**src/rtl/s2_ctrl_pkg.sv**
```systemverilog
// Shared decode constants and bundle types for the stage-2 control pipe.
// Opcode/funct3 values and ALU select encodings used across the core.
package s2_ctrl_pkg;

  localparam logic [6:0] OP_LUI    = 7'b0110111;
  localparam logic [6:0] OP_AUIPC  = 7'b0010111;
  localparam logic [6:0] OP_JAL    = 7'b1101111;
  localparam logic [6:0] OP_JALR   = 7'b1100111;
  localparam logic [6:0] OP_BRANCH = 7'b1100011;
  localparam logic [6:0] OP_LOAD   = 7'b0000011;
  localparam logic [6:0] OP_STORE  = 7'b0100011;
  localparam logic [6:0] OP_IMM    = 7'b0010011;
  localparam logic [6:0] OP_REG    = 7'b0110011;
  localparam logic [6:0] OP_SYSTEM = 7'b1110011;

  localparam logic [2:0] F3_ADD    = 3'b000;
  localparam logic [2:0] F3_SLL    = 3'b001;
  localparam logic [2:0] F3_SLT    = 3'b010;
  localparam logic [2:0] F3_SLTU   = 3'b011;
  localparam logic [2:0] F3_XOR    = 3'b100;
  localparam logic [2:0] F3_SR     = 3'b101;
  localparam logic [2:0] F3_OR     = 3'b110;
  localparam logic [2:0] F3_AND    = 3'b111;
  localparam logic [2:0] F3_CSRRW  = 3'b001;
  localparam logic [2:0] F3_CSRRWI = 3'b101;

  localparam logic [3:0] ALU_ADD   = 4'd0;
  localparam logic [3:0] ALU_SLL   = 4'd1;
  localparam logic [3:0] ALU_SLT   = 4'd2;
  localparam logic [3:0] ALU_XOR   = 4'd4;
  localparam logic [3:0] ALU_SRL   = 4'd5;
  localparam logic [3:0] ALU_OR    = 4'd6;
  localparam logic [3:0] ALU_AND   = 4'd7;
  localparam logic [3:0] ALU_CSRW  = 4'd8;
  localparam logic [3:0] ALU_SLTU  = 4'd11;
  localparam logic [3:0] ALU_SUB   = 4'd12;
  localparam logic [3:0] ALU_SRA   = 4'd13;
  localparam logic [3:0] ALU_PASSB = 4'd15;

  typedef struct packed {
    logic [3:0] alu_sel;
    logic       a_sel;
    logic       b_sel;
    logic       brun;
    logic       mem_wen;
    logic       csr_we;
    logic       is_load;
    logic       wr;
    logic       use_rs1;
    logic       use_rs2;
    logic [4:0] rd;
    logic [4:0] rs1;
    logic [4:0] rs2;
  } dec_t;

  typedef struct packed {
    logic       valid;
    logic       wr;
    logic       ld;
    logic [4:0] rd;
  } hist_t;

endpackage

```
**src/rtl/s2_ctrl_decode.sv**
```systemverilog
// Combinational RV32I/Zicsr control decoder for the offered instruction.
// Produces datapath controls plus register-use info for forwarding.
module s2_ctrl_decode
  import s2_ctrl_pkg::*;
(
  input  logic [31:0] instr,
  output dec_t        dec
);

  logic [6:0] op;
  logic [2:0] f3;
  logic       f30;
  logic       is_lui, is_auipc, is_jal, is_jalr;
  logic       is_br, is_ld, is_st, is_opi, is_op, is_sys;
  logic [3:0] arith;
  logic [3:0] csr_alu;
  logic       unused_bits;

  assign op  = instr[6:0];
  assign f3  = instr[14:12];
  assign f30 = instr[30];

  assign is_lui   = (op == OP_LUI);
  assign is_auipc = (op == OP_AUIPC);
  assign is_jal   = (op == OP_JAL);
  assign is_jalr  = (op == OP_JALR);
  assign is_br    = (op == OP_BRANCH);
  assign is_ld    = (op == OP_LOAD);
  assign is_st    = (op == OP_STORE);
  assign is_opi   = (op == OP_IMM);
  assign is_op    = (op == OP_REG);
  assign is_sys   = (op == OP_SYSTEM);

  assign unused_bits = ^{instr[31], instr[29:25]};

  // SUB only exists as R-type; SRA/SRAI both use bit 30
  always_comb begin
    arith = ALU_ADD;
    case (f3)
      F3_ADD:  arith = (is_op && f30) ? ALU_SUB : ALU_ADD;
      F3_SLL:  arith = ALU_SLL;
      F3_SLT:  arith = ALU_SLT;
      F3_SLTU: arith = ALU_SLTU;
      F3_XOR:  arith = ALU_XOR;
      F3_SR:   arith = f30 ? ALU_SRA : ALU_SRL;
      F3_OR:   arith = ALU_OR;
      F3_AND:  arith = ALU_AND;
      default: arith = ALU_ADD;
    endcase
  end

  always_comb begin
    csr_alu = ALU_ADD;
    case (f3)
      F3_CSRRW:  csr_alu = ALU_CSRW;
      F3_CSRRWI: csr_alu = ALU_PASSB;
      default:   csr_alu = ALU_ADD;
    endcase
  end

  always_comb begin
    dec         = '0;
    dec.rd      = instr[11:7];
    dec.rs1     = instr[19:15];
    dec.rs2     = instr[24:20];
    dec.brun    = instr[13];
    dec.b_sel   = 1'b1;
    dec.use_rs1 = 1'b1;
    unique case (1'b1)
      is_lui: begin
        dec.alu_sel = ALU_PASSB;
        dec.use_rs1 = 1'b0;
        dec.wr      = 1'b1;
      end
      is_auipc, is_jal: begin
        dec.a_sel   = 1'b1;
        dec.use_rs1 = 1'b0;
        dec.wr      = 1'b1;
      end
      is_jalr: dec.wr = 1'b1;
      is_br: begin
        dec.a_sel   = 1'b1;
        dec.use_rs2 = 1'b1;
      end
      is_ld: begin
        dec.is_load = 1'b1;
        dec.wr      = 1'b1;
      end
      is_st: begin
        dec.mem_wen = 1'b1;
        dec.use_rs2 = 1'b1;
      end
      is_opi: begin
        dec.alu_sel = arith;
        dec.wr      = 1'b1;
      end
      is_op: begin
        dec.alu_sel = arith;
        dec.b_sel   = 1'b0;
        dec.use_rs2 = 1'b1;
        dec.wr      = 1'b1;
      end
      is_sys: begin
        dec.alu_sel = csr_alu;
        dec.csr_we  = 1'b1;
        dec.wr      = 1'b1;
      end
      default: ;
    endcase
    if (instr[11:7] == 5'd0) dec.wr = 1'b0;
  end

endmodule

```
**src/rtl/s2_ctrl_pipe.sv**
```systemverilog
// Stage-2 control register with load-use stall and forwarding select.
// Output register counts as history distance 1 for operand matching.
module s2_ctrl_pipe
  import s2_ctrl_pkg::*;
#(
  parameter  int XLEN       = 32,
  parameter  int FWD_STAGES = 2,
  parameter  int LOAD_LAT   = 1,
  localparam int FW         = $clog2(FWD_STAGES + 1)
) (
  input  logic            clk,
  input  logic            rst,
  input  logic            in_valid,
  output logic            in_ready,
  input  logic [31:0]     instr_in,
  input  logic [XLEN-1:0] pc_in,
  input  logic            flush,
  input  logic [XLEN-1:0] alu_result,
  output logic            out_valid,
  output logic [3:0]      alu_sel,
  output logic            a_sel,
  output logic            b_sel,
  output logic            brun,
  output logic            mem_wen,
  output logic            csr_we,
  output logic            imem_ena,
  output logic [FW-1:0]   fwd_sel_a,
  output logic [FW-1:0]   fwd_sel_b,
  output logic            stall
);

  dec_t          dec;
  hist_t         cur;
  hist_t         hist [1:FWD_STAGES];
  hist_t         cand [1:FWD_STAGES];
  logic          cur_wr_q;
  logic          cur_ld_q;
  logic [4:0]    cur_rd_q;
  logic          pc30_q;
  logic [FW-1:0] ka, kb;
  logic          lda, ldb;
  logic          haz;
  logic          acc;
  logic          unused_bits;

  s2_ctrl_decode u_dec (
    .instr (instr_in),
    .dec   (dec)
  );

  assign cur = '{valid: out_valid, wr: cur_wr_q,
                 ld: cur_ld_q, rd: cur_rd_q};

  // descending scan so the nearest producer wins
  always_comb begin
    cand[1] = cur;
    for (int k = 2; k <= FWD_STAGES; k++)
      cand[k] = hist[k-1];
    ka  = '0;
    kb  = '0;
    lda = 1'b0;
    ldb = 1'b0;
    for (int k = FWD_STAGES; k >= 1; k--) begin
      if (cand[k].valid && cand[k].wr &&
          cand[k].rd == dec.rs1) begin
        ka  = FW'(k);
        lda = cand[k].ld;
      end
      if (cand[k].valid && cand[k].wr &&
          cand[k].rd == dec.rs2) begin
        kb  = FW'(k);
        ldb = cand[k].ld;
      end
    end
    if (!dec.use_rs1) begin
      ka  = '0;
      lda = 1'b0;
    end
    if (!dec.use_rs2) begin
      kb  = '0;
      ldb = 1'b0;
    end
  end

  assign haz = (lda && int'(ka) <= LOAD_LAT) ||
               (ldb && int'(kb) <= LOAD_LAT);
  assign stall    = in_valid && haz;
  assign in_ready = !stall;
  assign acc      = in_valid && !stall && !flush;

  assign imem_ena = out_valid && mem_wen &&
                    alu_result[31:29] == 3'b001 && pc30_q;

  assign unused_bits = ^{alu_result, pc_in};

  always_ff @(posedge clk or posedge rst) begin
    if (rst) begin
      for (int k = 1; k <= FWD_STAGES; k++)
        hist[k] <= '0;
      out_valid <= 1'b0;
      alu_sel   <= '0;
      a_sel     <= 1'b0;
      b_sel     <= 1'b0;
      brun      <= 1'b0;
      mem_wen   <= 1'b0;
      csr_we    <= 1'b0;
      fwd_sel_a <= '0;
      fwd_sel_b <= '0;
      cur_wr_q  <= 1'b0;
      cur_ld_q  <= 1'b0;
      cur_rd_q  <= '0;
      pc30_q    <= 1'b0;
    end else begin
      hist[1] <= cur;
      for (int k = 2; k <= FWD_STAGES; k++)
        hist[k] <= hist[k-1];
      out_valid <= acc;
      if (acc) begin
        alu_sel   <= dec.alu_sel;
        a_sel     <= dec.a_sel;
        b_sel     <= dec.b_sel;
        brun      <= dec.brun;
        mem_wen   <= dec.mem_wen;
        csr_we    <= dec.csr_we;
        fwd_sel_a <= ka;
        fwd_sel_b <= kb;
        cur_wr_q  <= dec.wr;
        cur_ld_q  <= dec.is_load;
        cur_rd_q  <= dec.rd;
        pc30_q    <= pc_in[30];
      end else begin
        alu_sel   <= '0;
        a_sel     <= 1'b0;
        b_sel     <= 1'b0;
        brun      <= 1'b0;
        mem_wen   <= 1'b0;
        csr_we    <= 1'b0;
        fwd_sel_a <= '0;
        fwd_sel_b <= '0;
        cur_wr_q  <= 1'b0;
        cur_ld_q  <= 1'b0;
        cur_rd_q  <= '0;
        pc30_q    <= 1'b0;
      end
    end
  end

endmodule

```
**config.mk**
```make
export PLATFORM = sky130hd
export DESIGN_NAME = s2_ctrl_pipe
export DESIGN_NICKNAME = d
export VERILOG_FILES = /design/src/rtl/s2_ctrl_pkg.sv /design/src/rtl/s2_ctrl_decode.sv /design/src/rtl/s2_ctrl_pipe.sv
export SDC_FILE = /design/constraint.sdc
export NUM_CORES = 1
export LEC_CHECK = 0
export BUFFER_PORTS_ARGS = -buffer_cell sky130_fd_sc_hd__buf_2
export CAP_MARGIN = 40
export CELL_PAD_IN_SITES_DETAIL_PLACEMENT = 0
export CELL_PAD_IN_SITES_GLOBAL_PLACEMENT = 1
export CORE_ASPECT_RATIO = 1.25
export CORE_UTILIZATION = 29
export CTS_CLUSTER_DIAMETER = 60
export CTS_CLUSTER_SIZE = 28
export DETAILED_ROUTE_END_ITERATION = 8
export PLACE_DENSITY_LB_ADDON = 0.1
export SLEW_MARGIN = 20
export SYNTH_ARGS = -nofsm -noshare
export SYNTH_HDL_FRONTEND = slang
export SYNTH_SLANG_ARGS = --single-unit
export TNS_END_PERCENT = 100
```
**constraint.sdc**
```tcl
create_clock -name clk -period 3.4 [get_ports clk]
set_input_delay 0.68 -clock clk [delete_from_list [all_inputs] [get_ports clk]]
set_output_delay 0.68 -clock clk [all_outputs]
set_load 0.005 [all_outputs]
```
Yosys cells after proc, flatten, opt, wreduce, memory -nomap -nowiden:

Cells that the tools add are included.

* order comparisons: 2
* equality and inequality tests: 22
* multiplexer cells: 37
* reduce and logical (&&, ||, !) cells: 25

Operators with widths (count)
* 4-bit case mux with 8 select lines: 1
* 7-bit equality test (second input constant): 4
* 1-bit two-way mux: 22
* 7-bit by 6-bit equality test with 1-bit output (second input constant): 3
* 5-bit equality test: 4
* 2-bit two-way mux: 8
* 1-bit logical AND: 15
* 7-bit by 5-bit equality test with 1-bit output (second input constant): 2
* 3-bit equality test (second input constant): 4
* 4-bit two-way mux: 3
* 4-bit case mux with 3 select lines: 1
* 3-bit OR reduction: 3
* 4-bit case mux with 2 select lines: 1
* 8-bit OR reduction: 1
* 7-bit by 2-bit equality test with 1-bit output (second input constant): 1
* 3-bit by 1-bit equality test with 1-bit output (second input constant): 2
* 3-bit by 2-bit equality test with 1-bit output (second input constant): 2
* 5-bit logical NOT: 1
* 5-bit two-way mux: 1
* 2-bit by 1-bit less-or-equal comparator with 1-bit output (second input constant): 2
* 3-bit logical NOT: 1
* 1-bit logical NOT: 2
* 2-bit OR reduction: 1
* 1-bit logical OR: 1

* flip-flop bits (word level): 30
* output and inout bits: 17

Depth between registers and ports, before layout:

* depth after elaboration: 13
* depth in mapped cells: 8
* gate-level depth less buffers: 6

Cells and area by module:

Synthesis repeated with hierarchy kept, for this count alone.

* cell total of the unflattened synthesis: 190
* area total of the unflattened synthesis: 1760.4 µm²

By module, submodules not included
* s2_ctrl_pipe: instances 1, cells each 123, area each 1293.7 µm²
* s2_ctrl_decode: instances 1, cells each 67, area each 466.7 µm²

Worst setup path after synthesis:

Ideal clock, no wire load.

* path type: input to output
* start: input instr_in[6]
* end: output in_ready
* arrival time: 1.695 ns
* data required time: 2.720 ns
* path slack: 1.025 ns
* stages on the path: 5
* cells stage by stage: buf_6 or3b_1 a21o_1 and4_1 o21ai_0

* cells in the longest elaborated chain, start to end: 9

Ends and longest elaborated chain
* from (decl): line s2_ctrl_pipe.sv:15 `input logic [31:0] instr_in,`
* 7-bit by 6-bit equality test with 1-bit output (tied with other cells): line s2_ctrl_decode.sv:31 `assign is_op = (op == OP_REG);`
* 3-bit OR reduction (no line)
* 1-bit two-way mux: line s2_ctrl_decode.sv:69 `unique case (1'b1)`
* 2-bit two-way mux: line s2_ctrl_pipe.sv:79 `if (!dec.use_rs2) begin`
* 2-bit by 1-bit less-or-equal comparator with 1-bit output: line s2_ctrl_pipe.sv:86 `(ldb && int'(kb) <= LOAD_LAT);`
* 1-bit logical AND: line s2_ctrl_pipe.sv:86
* 1-bit logical OR (*): line s2_ctrl_pipe.sv:85 `assign haz = (lda && int'(ka) <= LOAD_LAT) ||`
* 1-bit logical AND (*): line s2_ctrl_pipe.sv:87 `assign stall = in_valid && haz;`
* 1-bit logical NOT (*): line s2_ctrl_pipe.sv:88 `assign in_ready = !stall;`
* to (decl): line s2_ctrl_pipe.sv:14 `output logic in_ready,`

Mark *: on every way between the ends. The rest lies on a longest branch, timed or not.

Worst setup path after layout:

* start: input instr_in[3]
* end: output stall

* cells in the longest elaborated chain, start to end: 8

Ends and longest elaborated chain
* 7-bit by 6-bit equality test with 1-bit output (tied with other cells): line s2_ctrl_decode.sv:31
* 3-bit OR reduction (no line)
* 1-bit two-way mux: line s2_ctrl_decode.sv:69
* 2-bit two-way mux: line s2_ctrl_pipe.sv:79
* 2-bit by 1-bit less-or-equal comparator with 1-bit output: line s2_ctrl_pipe.sv:86
* 1-bit logical AND: line s2_ctrl_pipe.sv:86
* 1-bit logical OR (*): line s2_ctrl_pipe.sv:85
* 1-bit logical AND (*): line s2_ctrl_pipe.sv:87
* to (decl): line s2_ctrl_pipe.sv:29 `output logic stall`

Marks and branches as above.

==> metrics.md <==
| Metric | Value |
|---|---|
| RSZ-0062 raised after global routing | false |
| Cell area after layout | 1820 um^2 |
| Tmin final | 2.71 ns |
| Fin Setup TNS | 0 ns |
| Main synth FF type | dfrtp_1 |
| Standard-cell row count | 28 |
| Max Cap Violations | 0 |
| Avg Inst Size Synth | 10.8 um^2 |
| Worst setup path startpoint | instr_in[3] |
| Hold path start | cur_wr_q |
| Sw Pwr | 170 uW |
| Post-Syn Nets | 234 |
| # diodes | 0 |
| Clock Tree Root | clkbuf_8 |
| Final setup vio count | 0 |
| Die Width | 65.1 um |
| Placed standard-cell area | 1740 um^2 |
| Layout area overhead | 26.5% |
| DRC viols | 0 |
| Fin nets | 287 |
| Layout cells sized above 1 | 0.332 |
| Critical path class | input pin to output pin |
| Clk_skew | 0.00353 ns |
| Yosys top cell area share | 0.503 |
| Synth top area cells | dfrtp_1 (50%), xor2_1 (8.5%), xnor2_1 (3.6%), and2_1 (3.5%), nor4_1 (2.6%) |
| Register share of total power | 0.499 |
| Run status | finished, final reports clean |
| Die area | 5260 um^2 |
| Logic pwr share | 0.113 |
| Crit. End Element | output pin |
| Clock Power Share | 0.387 |
| Core ar. | 4760 um^2 |
| Initial antenna violation count | 0 |
| Max Clock Freq | 0.369 GHz |
| Bufs on Longest Clock Path | 2 |
| Clock latency at the later pin of the worst-skew pair | 0.27 ns |
| Mapped Cells | 134 |
| HP Class | flop to flop |
| Int Pwr | 550 uW |
| Num CTS Buffers | 5 |
| Synth cell types | 39 |
| Setup Buffers After CTS | 0 |
| TritonRoute pass-1 iters | 4 |
| Final RePlAce weighted congestion | 0.808 |
| Post-cts resize count | 0 |
| All-Layer GR Usage | 0.133 |
| Pre-CTS setup slack | 0.696 ns |
| Worst slew pin tran | 0.598 ns |
| Post-synth EDFFs | 0 |
| Leak Pwr | 0.908 nW |
| Number of I/O pins | 117 |
| Part of the Yosys area used for sequential elements | 0.503 |
| Via density per instance | 4.82 |
| Hold Fails Final Rpt | 0 |
| I/O Buffers | 50 |
| Worst EP required | 2.72 ns |
| Tot Pwr | 719 uW |
| WHS | 0.395 ns |
| Power per cell area | 395 nW/um^2 |
| Routed WL | 3290 um |
| Worst Setup Start Kind | input pin |
| Post-route ant nets | 0 |
| Number of global-route vias before repair | 1138 |
| Reg2Reg Setup Slack | 1.13 ns |
| Cell with the most instances after synthesis | dfrtp_1 |
| Switching Share | 0.236 |
| Fin crit share | 0.797 |
| CTS Sinks | 29 |
| Largest net degree at the start of global routing | 30 |
| Yosys warning count | 0 |
| Commonest cells in the netlist | dfrtp_1 (29), xor2_1 (14), and2_1 (8), nand2_1 (8), nor2_1 (8) |
| Drt wl/cell | 13.3 um |
| DR vias | 1191 |
| FF-to-FF Start | cur_rd_q[0] |
| Final Max Slew Viols | 0 |
| Initial DRC Count | 27 |
| Post-Syn Area | 1440 um^2 |
| Die Y | 80.8 um |
| Effective utilization at floorplan | 0.303 |
| CP arrival | 2.03 ns |
| Gr ovfl total | 0 |
| Post-synth ARST share | 1.00 |
| Level count of the clock H-tree | 2 |
| First-pass GRT wire length | 5220 um |
| Peak supply drop | 0.000129 V |
| Critical Path Fanout Max | 6 |
| Post-route setup slack | 0.689 ns |
| Worst slew margin | 0.601 |
| Hpwl dp | 2570 um |
| Cell taking the most area after synthesis | dfrtp_1 |
| Hold_buf cts | 0 |
| CTS clk-pin slew, worst paths | 0.06 ns |
| Synthesis-stage register bit count | 29 |
| CTS tree | done |
==> sequential cells by signal, summed over array words and instances, names as in the netlist <==
name and flops:
cand 7, mem_wen 1, alu_sel 4, cur_rd_q 5, csr_we 1, pc30_q 1, a_sel 1, fwd_sel_b 2
cur_wr_q 1, out_valid 1, b_sel 1, cur_ld_q 1, brun 1, fwd_sel_a 2
==> cell type report <==
cell class | instances | area [um^2]
fill | 518 | 2940
multi-input combinational | 99 | 677
timing repair buffer | 50 | 250
clock buffer | 7 | 86.3
tap | 60 | 75.1
inverter | 2 | 8.76
sequential | 29 | 726
==> through the flow <==
| step | util | cells |
|---|---|---|
| after CTS | 0.383 | 247 |
| after floorplan | - | 134 |
| final | 0.383 | 247 |
| after global placement | 0.364 | 240 |
| after global routing | 0.383 | 247 |
| after detailed placement | 0.364 | 240 |
==> cell families after synthesis <==
group	after synthesis	synth area share
xor gates and xnor gates	20	0.122
buffers and inverters	6	0.0269
DFF	29	0.503
and+or+nand+nor	59	0.260
AOI/OAI and AO/OA	20	0.0877
==> worst max-delay path, stage by stage <==
cell      delay (ns)
buf_2           0.13
and4bb_2        0.35
nand2_1         0.08
a21oi_1         0.30
and3_1          0.25
o21a_1          0.14
buf_2           0.10
==> cell usage in the layout, fill, tap and decap left out, types with 2 or more instances in the layout <==
cell,count
a21oi_1,6
a31oi_1,2
and2_1,8
and3_1,4
and4_1,2
buf_2,50
clkbuf_8,6
dfrtp_1,29
nand2_1,8
nand2b_1,3
nand4_1,3
nand4b_1,3
nor2_1,8
nor3_1,2
nor4_1,6
o21ai_0,5
xnor2_1,6
xor2_1,14
==> power by group through the flow <==
stage	registers [mW]	logic (mW)	clock network (mW)
floorplan	0.364	0.0466	0
global placement	0.365	0.0810	0
detailed placement	0.365	0.0824	0
CTS	0.359	0.0827	0.286
global route	0.360	0.0915	0.297
finish	0.359	0.0814	0.279
==> final timing paths <==
check	end	depth (start not counted)
worst max-delay path	stall	7
worst min-delay path	cand[6]	0
worst max register to register	cur_ld_q	6
worst min register to register	cand[6]	0
max in group asynchronous	pc30_q	2
min in group asynchronous	fwd_sel_a[1]	2
==> routing by layer <==
layer	wire [um]	global-route usage	vias up	part of all wire
li1	-	-	587	-
met1	1360	0.149	558	0.41
met2	1660	0.233	41	0.50
met3	208	0.0379	5	0.063
met4	70	0.0587	0	0.021
met5	0	0	-	0
Note: power is estimated with default switching activity, not from simulation.
